$ cat src/rtl/conv_sched_pkg.sv
// rtl/conv_sched_pkg.sv - shared types and default widths for the conv unit scheduler
package conv_sched_pkg;

    localparam int CH_W   = 8;
    localparam int DIM_W  = 8;
    localparam int ADDR_W = 16;

    typedef enum logic [2:0] {
        S_IDLE,
        S_FETCH,
        S_CALC,
        S_ACCUM,
        S_WRITE,
        S_FIN
    } sched_state_t;

    typedef struct packed {
        logic [CH_W-1:0]  groups;
        logic [CH_W-1:0]  out_ch;
        logic [DIM_W-1:0] out_h;
        logic [DIM_W-1:0] out_w;
    } sched_cfg_t;

endpackage

$ cat src/rtl/conv_loop_nest.sv
// rtl/conv_loop_nest.sv - col/row/oc pixel counters with last flag and output address
module conv_loop_nest #(
    parameter int CH_W   = 8,
    parameter int DIM_W  = 8,
    parameter int ADDR_W = 16
) (
    input  logic              clk,
    input  logic              rst_n,
    input  logic              i_clear,
    input  logic              i_advance,
    input  logic [CH_W-1:0]   i_out_ch,
    input  logic [DIM_W-1:0]  i_out_h,
    input  logic [DIM_W-1:0]  i_out_w,
    output logic [CH_W-1:0]   o_oc,
    output logic [DIM_W-1:0]  o_row,
    output logic [DIM_W-1:0]  o_col,
    output logic              o_last,
    output logic [ADDR_W-1:0] o_addr
);

    logic [CH_W-1:0]  r_oc;
    logic [DIM_W-1:0] r_row;
    logic [DIM_W-1:0] r_col;
    logic             w_col_wrap;
    logic             w_row_wrap;
    logic             w_oc_wrap;

    assign w_col_wrap = (r_col == i_out_w - DIM_W'(1));
    assign w_row_wrap = (r_row == i_out_h - DIM_W'(1));
    assign w_oc_wrap  = (r_oc == i_out_ch - CH_W'(1));

    always_ff @(posedge clk or negedge rst_n) begin
        if (!rst_n) begin
            r_oc  <= '0;
            r_row <= '0;
            r_col <= '0;
        end else if (i_clear) begin
            r_oc  <= '0;
            r_row <= '0;
            r_col <= '0;
        end else if (i_advance) begin
            // col is innermost; each wrap carries one level outward
            if (w_col_wrap) begin
                r_col <= '0;
                if (w_row_wrap) begin
                    r_row <= '0;
                    r_oc  <= w_oc_wrap ? '0 : r_oc + CH_W'(1);
                end else begin
                    r_row <= r_row + DIM_W'(1);
                end
            end else begin
                r_col <= r_col + DIM_W'(1);
            end
        end
    end

    assign o_oc   = r_oc;
    assign o_row  = r_row;
    assign o_col  = r_col;
    assign o_last = w_col_wrap && w_row_wrap && w_oc_wrap;
    assign o_addr = (ADDR_W'(r_oc) * ADDR_W'(i_out_h) + ADDR_W'(r_row)) * ADDR_W'(i_out_w)
                    + ADDR_W'(r_col);

endmodule

$ cat src/rtl/conv_unit_scheduler.sv
// rtl/conv_unit_scheduler.sv - pass/pixel sequencing FSM driving fetch, calculate and write-out
module conv_unit_scheduler #(
    parameter int DATA_WIDTH = 16,
    parameter int SA_UNITS   = 4,
    parameter int CH_W       = conv_sched_pkg::CH_W,
    parameter int DIM_W      = conv_sched_pkg::DIM_W,
    parameter int ADDR_W     = conv_sched_pkg::ADDR_W,
    parameter int TIMEOUT    = 1024
) (
    input  logic                  clk,
    input  logic                  rst_n,
    input  logic                  start,
    input  logic [CH_W-1:0]       cfg_groups,
    input  logic [CH_W-1:0]       cfg_out_ch,
    input  logic [DIM_W-1:0]      cfg_out_h,
    input  logic [DIM_W-1:0]      cfg_out_w,
    output logic                  busy,
    output logic                  done,
    output logic                  error,
    output logic                  fetch_req,
    output logic [CH_W-1:0]       fetch_oc,
    output logic [CH_W-1:0]       fetch_grp,
    output logic [DIM_W-1:0]      fetch_row,
    output logic [DIM_W-1:0]      fetch_col,
    input  logic                  fetch_ack,
    input  logic [DATA_WIDTH-1:0] bias_in,
    output logic                  calculate,
    input  logic                  all_done,
    input  logic [DATA_WIDTH-1:0] conv_result,
    output logic [DATA_WIDTH-1:0] bias,
    output logic [DATA_WIDTH-1:0] output_temp,
    output logic                  wr_valid,
    output logic [ADDR_W-1:0]     wr_addr,
    output logic [DATA_WIDTH-1:0] wr_data,
    input  logic                  wr_ready
);
    import conv_sched_pkg::*;

    localparam int WD_W = $clog2(TIMEOUT + 1);

    if (SA_UNITS < 1) begin : g_sa_check
        $error("SA_UNITS must be at least 1");
    end

    sched_state_t           r_state;
    sched_state_t           w_next;
    sched_cfg_t             r_cfg;
    logic [CH_W-1:0]        r_grp;
    logic [DATA_WIDTH-1:0]  r_acc;
    logic [DATA_WIDTH-1:0]  r_bias;
    logic [DATA_WIDTH-1:0]  r_temp;
    logic [WD_W-1:0]        r_wd;
    logic                   r_error;

    logic                   w_cfg_zero;
    logic                   w_grp_last;
    logic                   w_accept;
    logic                   w_fetch_take;
    logic                   w_timeout;
    logic                   w_advance;
    logic                   w_last;
    logic [CH_W-1:0]        w_oc;
    logic [DIM_W-1:0]       w_row;
    logic [DIM_W-1:0]       w_col;
    logic [ADDR_W-1:0]      w_addr;

    assign w_cfg_zero = (cfg_groups == '0) || (cfg_out_ch == '0) ||
                        (cfg_out_h == '0) || (cfg_out_w == '0);
    assign w_grp_last = (r_grp == r_cfg.groups - CH_W'(1));

    always_ff @(posedge clk or negedge rst_n) begin
        if (!rst_n) begin
            r_state <= S_IDLE;
        end else begin
            r_state <= w_next;
        end
    end

    always_comb begin
        w_next       = r_state;
        w_accept     = 1'b0;
        w_fetch_take = 1'b0;
        w_timeout    = 1'b0;
        w_advance    = 1'b0;
        fetch_req    = 1'b0;
        calculate    = 1'b0;
        wr_valid     = 1'b0;
        done         = 1'b0;
        case (r_state)
            S_IDLE: begin
                if (start) begin
                    w_accept = 1'b1;
                    w_next   = w_cfg_zero ? S_FIN : S_FETCH;
                end
            end
            S_FETCH: begin
                fetch_req = 1'b1;
                if (fetch_ack) begin
                    w_fetch_take = 1'b1;
                    w_next       = S_CALC;
                end
            end
            S_CALC: begin
                calculate = 1'b1;
                // r_wd is 0 only in the first CALC cycle, where a stale all_done is ignored
                if (all_done && (r_wd != '0)) begin
                    w_next = S_ACCUM;
                end else if (r_wd == WD_W'(TIMEOUT - 1)) begin
                    w_timeout = 1'b1;
                    w_next    = S_FIN;
                end
            end
            S_ACCUM: begin
                w_next = w_grp_last ? S_WRITE : S_FETCH;
            end
            S_WRITE: begin
                wr_valid = 1'b1;
                if (wr_ready) begin
                    w_advance = 1'b1;
                    w_next    = w_last ? S_FIN : S_FETCH;
                end
            end
            S_FIN: begin
                done   = 1'b1;
                w_next = S_IDLE;
            end
            default: begin
                w_next = S_IDLE;
            end
        endcase
    end

    always_ff @(posedge clk or negedge rst_n) begin
        if (!rst_n) begin
            r_cfg   <= '0;
            r_grp   <= '0;
            r_acc   <= '0;
            r_bias  <= '0;
            r_temp  <= '0;
            r_wd    <= '0;
            r_error <= 1'b0;
        end else begin
            if (w_accept) begin
                r_cfg.groups <= cfg_groups;
                r_cfg.out_ch <= cfg_out_ch;
                r_cfg.out_h  <= cfg_out_h;
                r_cfg.out_w  <= cfg_out_w;
                r_grp        <= '0;
                r_acc        <= '0;
                r_bias       <= '0;
                r_temp       <= '0;
                r_error      <= 1'b0;
            end
            // bias only enters on the first group; later groups chain the running sum
            if (w_fetch_take) begin
                r_bias <= (r_grp == '0) ? bias_in : '0;
                r_temp <= (r_grp == '0) ? '0 : r_acc;
            end
            if ((r_state == S_CALC) && (w_next == S_CALC)) begin
                r_wd <= r_wd + WD_W'(1);
            end else begin
                r_wd <= '0;
            end
            if (w_timeout) begin
                r_error <= 1'b1;
            end
            if (r_state == S_ACCUM) begin
                r_acc <= conv_result;
                r_grp <= w_grp_last ? '0 : r_grp + CH_W'(1);
            end
        end
    end

    conv_loop_nest #(
        .CH_W   (CH_W),
        .DIM_W  (DIM_W),
        .ADDR_W (ADDR_W)
    ) u_loop_nest (
        .clk       (clk),
        .rst_n     (rst_n),
        .i_clear   (w_accept),
        .i_advance (w_advance),
        .i_out_ch  (r_cfg.out_ch),
        .i_out_h   (r_cfg.out_h),
        .i_out_w   (r_cfg.out_w),
        .o_oc      (w_oc),
        .o_row     (w_row),
        .o_col     (w_col),
        .o_last    (w_last),
        .o_addr    (w_addr)
    );

    assign busy        = (r_state != S_IDLE);
    assign error       = r_error;
    assign fetch_oc    = w_oc;
    assign fetch_grp   = r_grp;
    assign fetch_row   = w_row;
    assign fetch_col   = w_col;
    assign bias        = r_bias;
    assign output_temp = r_temp;
    assign wr_addr     = w_addr;
    assign wr_data     = r_acc;

endmodule

$ cat config.mk
export PLATFORM = sky130hd
export DESIGN_NAME = conv_unit_scheduler
export DESIGN_NICKNAME = d
export VERILOG_FILES = /design/src/rtl/conv_sched_pkg.sv /design/src/rtl/conv_loop_nest.sv /design/src/rtl/conv_unit_scheduler.sv
export SDC_FILE = /design/constraint.sdc
export NUM_CORES = 1
export LEC_CHECK = 0
export CAP_MARGIN = 20
export CORE_MARGIN = 2
export CORE_UTILIZATION = 56
export DETAILED_ROUTE_END_ITERATION = 10
export PLACE_DENSITY_LB_ADDON = 0.08
export SLEW_MARGIN = 20
export SYNTH_ARGS = -nofsm -noshare
export SYNTH_HDL_FRONTEND = slang
export SYNTH_HIERARCHICAL = 1
export SYNTH_SLANG_ARGS = --single-unit
$ cat constraint.sdc
create_clock -name clk -period 12.04 [get_ports clk]
set_input_delay 1.806 -clock clk [delete_from_list [all_inputs] [get_ports clk]]
set_output_delay 1.806 -clock clk [all_outputs]
set_load 0.005 [all_outputs]
* After elaboration in Yosys (flattened, before gate mapping)
Cells that the tools add are included.
** Operators by class
- $add $sub $neg :: 11
- Muxes and demuxes :: 46
- Multipliers :: 2
- Equal/unequal tests :: 11
- Reduce and logical (&&, ||, !) cells :: 23
** Operators by type and width (number)
- $mux 8 :: 15
- $mux 16 :: 6
- $logic_not 8->1 :: 5
- $add 16x8->16 :: 2
- $add 8x1->8 const B :: 4
- $eq 8x8->1 :: 4
- $sub 8x1->8 const B :: 4
- $mux 3 :: 8
- $mul 16x8->16 :: 1
- $mul 8x8->16 :: 1
- $mux 1 :: 15
- $pmux 3 s5 :: 1
- $reduce_bool 2->1 :: 6
- $add 11x1->11 const B :: 1
- $eq 11x10->1 const B :: 1
- $mux 11 :: 1
- $reduce_bool 11->1 :: 1
- $eq 3x2->1 const B :: 3
- $eq 3x3->1 const B :: 2
- $logic_and 1x1->1 :: 4
- $eq 3x1->1 const B :: 1
- $logic_not 3->1 :: 1
- $logic_or 1x1->1 :: 3
- $reduce_and 3->1 :: 1
- 2 further kinds :: 2
** Word-level totals
- Output and inout port bits :: 102
- Bits of input ports :: 70
- Register bits after elaboration :: 127
- Logic and storage cells :: 107

* Logic depth before layout (Yosys ltp)
- Word-level depth :: 10
- Gate-level depth with buffers :: 31
- Gate-level depth less buffers :: 30

* Hierarchy
Netlist, hierarchy kept.
** Modules (own cells, without submodules)
- conv_loop_nest :: cells an instance 856, instances 1, area each 7199.4 µm², sequential area each 600.6 µm²
- conv_unit_scheduler :: cells an instance 373, instances 1, area each 4504.3 µm², sequential area each 2577.5 µm²

* Worst setup path after synthesis
Ideal clock, no wire load.
- Path kind :: register to output
- Start :: reg u_loop_nest.r_oc[2], in the netlist u_loop_nest/o_oc[2]
- End :: out wr_addr[15]
- Data arrival time :: 7538 ps
- Stages on the path, launching flop included :: 27
- Path slack :: 2696 ps
- Buffers on the path :: 1
- Data required time :: 10234 ps
- Cells stage by stage :: dfrtp_1 clkbuf_1 nand2_1 fa_1 fa_1 fa_1 fa_1 inv_1 ha_1 or2_2 o311a_1 a21o_1 a21oi_1 xnor2_1 nand2_1 fa_1 fa_1 fa_1 fa_1 xor2_1 xnor2_1 xnor2_1 xnor2_1 xnor2_1 xnor2_1 xnor2_1 xnor3_1
** On the way
- Longest elaborated chain between the ends :: 4
** RTL lines
- start: declaration :: RTL line conv_loop_nest.sv:21 : logic [CH_W-1:0] r_oc;
- start signal: assignment :: RTL line conv_loop_nest.sv:47 : r_oc <= w_oc_wrap ? '0 : r_oc + CH_W'(1);
- $mul 8x8->16 :: RTL line conv_loop_nest.sv:61 : assign o_addr = (ADDR_W'(r_oc) * ADDR_W'(i_out_h) + ADDR_W'(r_row)) * ADDR_W'(i_out_w)
- $add 16x8->16 :: RTL line conv_loop_nest.sv:61
- $mul 16x8->16 :: RTL line conv_loop_nest.sv:61
- $add 16x8->16 :: RTL line conv_loop_nest.sv:62 : + ADDR_W'(r_col);
- end: declaration :: RTL line conv_unit_scheduler.sv:33 : output logic [ADDR_W-1:0] wr_addr,
Every way passes these cells.

* Final worst setup path
- Start :: reg u_loop_nest.r_oc[3], in the netlist u_loop_nest/o_oc[3]
- End :: out wr_addr[15]
The elaborated chain is that of the path after synthesis.

==> impl_metrics.csv <==
group,metric,value,unit
synth,synth_compound_area_share,10.3,%
sta,slew_viol_final,0,
finish,final_common_cell,"inv_1",
critical_path,crit_path_end_kind,"primary output",
place,place.gp.congestion,0.889,
finish,nets,1633,
critical_path,path_delay_family,"adder cells",
floorplanning,die_x,149,um
critical_path,slowest_stage,"dfrtp_1",
cts,postCtsSetupBuffers,0,
synth,yosys_warnings,6,
place,placed_cell_area,0.0136,mm^2
finish,drive_gt1_share,6.78,%
cts,path_clk_slew,0.06,ns
synth,synthTopCellsByArea,"dfrtp_1, fa_1, ha_1, inv_1, xnor2_1",
cts,htree_levels,4,
synth,synthDistinctLibCells,71,
floorplanning,row_count,52,
sta,period_share,89.8,%
synth,yosys-mux-area-fraction,2.98,%
finish,seq_area,0.00318,mm^2
detailed_routing,drt_wl_total,27600,um
finish,n_antenna_cell,0,
sta,max_slew_margin,38.0,%
sta,finalSetupViolCount,0,
synth,synth_top_family_by_area,"adder cells",
floorplanning,die_y,149,um
synth,synth-seq-cells,127,
synth,synth-xor-area-share,7.07,%
sta,fin_crit,10.81,ns
critical_path,r2r_slack,8.68,ns
critical_path,path_max_fanout,16,
synth,yosys.area_share.simple,17.3,%
synth,syn_nets,1489,
status,outcome,"completed",
global_route,grt_max_degree,73,
synth,synth_fa_ha_area_share,27.4,%
global_route,overflow,0,
sta,fin_ws,1.23,ns
cts,post_cts_resized,0,
cts,clock_latency,0.42,ns
sta,worstMarginPinSlew,0.931,ns
critical_path,cpPeakStageDelay,0.59,ns
critical_path,arrival,9.00,ns
synth,synth_edf_count,0,
run,cap_violations,0,
floorplanning,ioPinCount,172,
detailed_routing,antenna_left,0,
place,place_worst_setup_slack,1.71,ns
detailed_routing,vias,9063,
critical_path,cp-start-kind,"flip-flop",
synth,synthesis.area,0.0117,mm^2
finish,fillerInstances,1631,
cts,cts_num_sinks,127,
critical_path,crit_top_cell,"fa_1",
cts,cts_buffers,17,
finish,final_cell_area,0.0142,mm^2
cts,cts_max_path_buffers,2,
place,port-buffer-count,171,
finish,layout_common_cells,"inv_1, clkdlybuf4s50_1, nand2_1",
synth,synth_flop_cell,"dfrtp_1",
sta,fmax,92.5,MHz
hold_path,hold_class,"flip-flop to flip-flop",
cts,root_buffer,"clkbuf_16",
global_route,grt_pass1_vias,9524,
finish,area_growth,21.1,%
detailed_routing,post_drt_wl_per_cell,16.6,um
sta,hold_viol,0,
sta,finClkSkew,0.0143,ns
place,hpwl,21300,um
detailed_routing,remaining_drc_errors,0,
finish,multiInputGateArea,0.00763,mm^2
sta,tns,0,ns
cts,cts_tree,"yes",
sta,grt_setup_unrepaired,"no",
critical_path,critPathRequiredTime,10.23,ns
detailed_routing,viasPerCell,5.47,
synth,yosysTopAreaCell,"dfrtp_1",
critical_path,cp.buffers_inverters,7,
synth,syn_inst,1229,
floorplanning,die_area,0.0221,mm^2
floorplanning,start_util,57.5,%
synth,synth.top_cell.area_share,27.2,%
synth,seq_area_frac_synth,27.2,%
synth,synthArstFlopShare,100,%
global_route,grt_first_pass_wirelength,46400,um
detailed_routing,dr.pass1.iters,5,
synth,syn_area_per_cell,9.52,um^2
floorplanning,coreArea,0.0204,mm^2
global_route,grt_usage,26.1,%
critical_path,crit_type,"flip-flop to primary output",
cts,hold_buffers,0,
detailed_routing,first_iter_violations,455,
global_route,antenna_found_initial,2,
-- logic make-up after synthesis --
logic type | count (synthesis)
compound gates | 161
simple gates | 396
flops | 127
xor+xnor | 92
buf+inv | 232
mux | 31
fa+ha+maj | 190
-- worst register-to-register path: stages (launching register included) --
cell and delay (ns):
dfrtp_1 0.85, inv_1 0.10, ha_1 0.32, and2_1 0.19
o21ai_0 0.17, o311ai_1 0.13, o41ai_1 0.09, and3_1 0.24
and2_1 0.30, a31oi_4 0.22, or2_1 0.40, o31ai_2 0.25
-- sequential cells by signal, summed over array words and instances (netlist names) --
name,count
u_loop_nest/o_col,8
error,1
output_temp,16
bias,16
r_cfg,32
fetch_grp,8
r_state,3
r_wd,11
wr_data,16
u_loop_nest/o_oc,8
u_loop_nest/o_row,8
-- through the flow --
step	hold slack, ns	util [%]	instances
after floorplan	0.450	-	1229
after global placement	0.472	66.7	1624
after detailed placement	0.480	66.7	1624
after CTS	0.491	69.6	1656
after global routing	0.507	69.6	1656
final	0.485	69.6	1656
-- cell type report --
class / count / area share (%)
multi-input cells: 870 / 53.8
flip-flops and latches: 127 / 22.4
repair buffers: 178 / 12.4
inverters: 179 / 4.74
clock buffers: 19 / 3.13
well taps: 270 / 2.38
clock inverters: 13 / 1.07
-- Yosys cell counts (4+ instances only) --
master / count
o21ai_1: 13
nand4_1: 7
fa_1: 111
nor4_1: 16
nand2_1: 134
nor2b_1: 13
and3_1: 12
ha_1: 79
o21ai_0: 18
o31ai_1: 4
xor2_1: 23
mux2_2: 31
a21oi_1: 26
nor3b_1: 4
nand3_1: 19
clkbuf_1: 39
nand3b_1: 4
nand2b_1: 19
xnor2_1: 67
nor2_1: 53
o2111ai_1: 4
a21o_1: 6
or2_2: 4
a22o_1: 49
and2_1: 68
inv_1: 179
buf_2: 9
dfrtp_1: 127
nor3_1: 22
-- path summary, 6_finish.rpt --
check                                    startpoint             endpoint  depth (start not counted)
min in group asynchronous                     rst_n              r_wd[4]                          1
worst min register to register              r_wd[0]              r_wd[0]                          1
worst max register to register             r_cfg[0]  u_loop_nest/o_oc[7]                         11
worst max-delay path            u_loop_nest/o_oc[3]          wr_addr[15]                         30
worst min-delay path                        r_wd[0]              r_wd[0]                          1
max in group asynchronous                     rst_n              bias[2]                          2
-- per-layer routing --
metal | track usage (%) | routed length, um | vias up
li1 | - | - | 4304
met5 | 0 | 13 | -
met2 | 44.4 | 13500 | 238
met3 | 7.15 | 1790 | 26
met4 | 5.00 | 309 | 2
met1 | 34.0 | 11900 | 4493
Power is left out: the tool's default activity adds up to more than one toggle a clock period on the data nets, which glitch-free logic cannot reach.
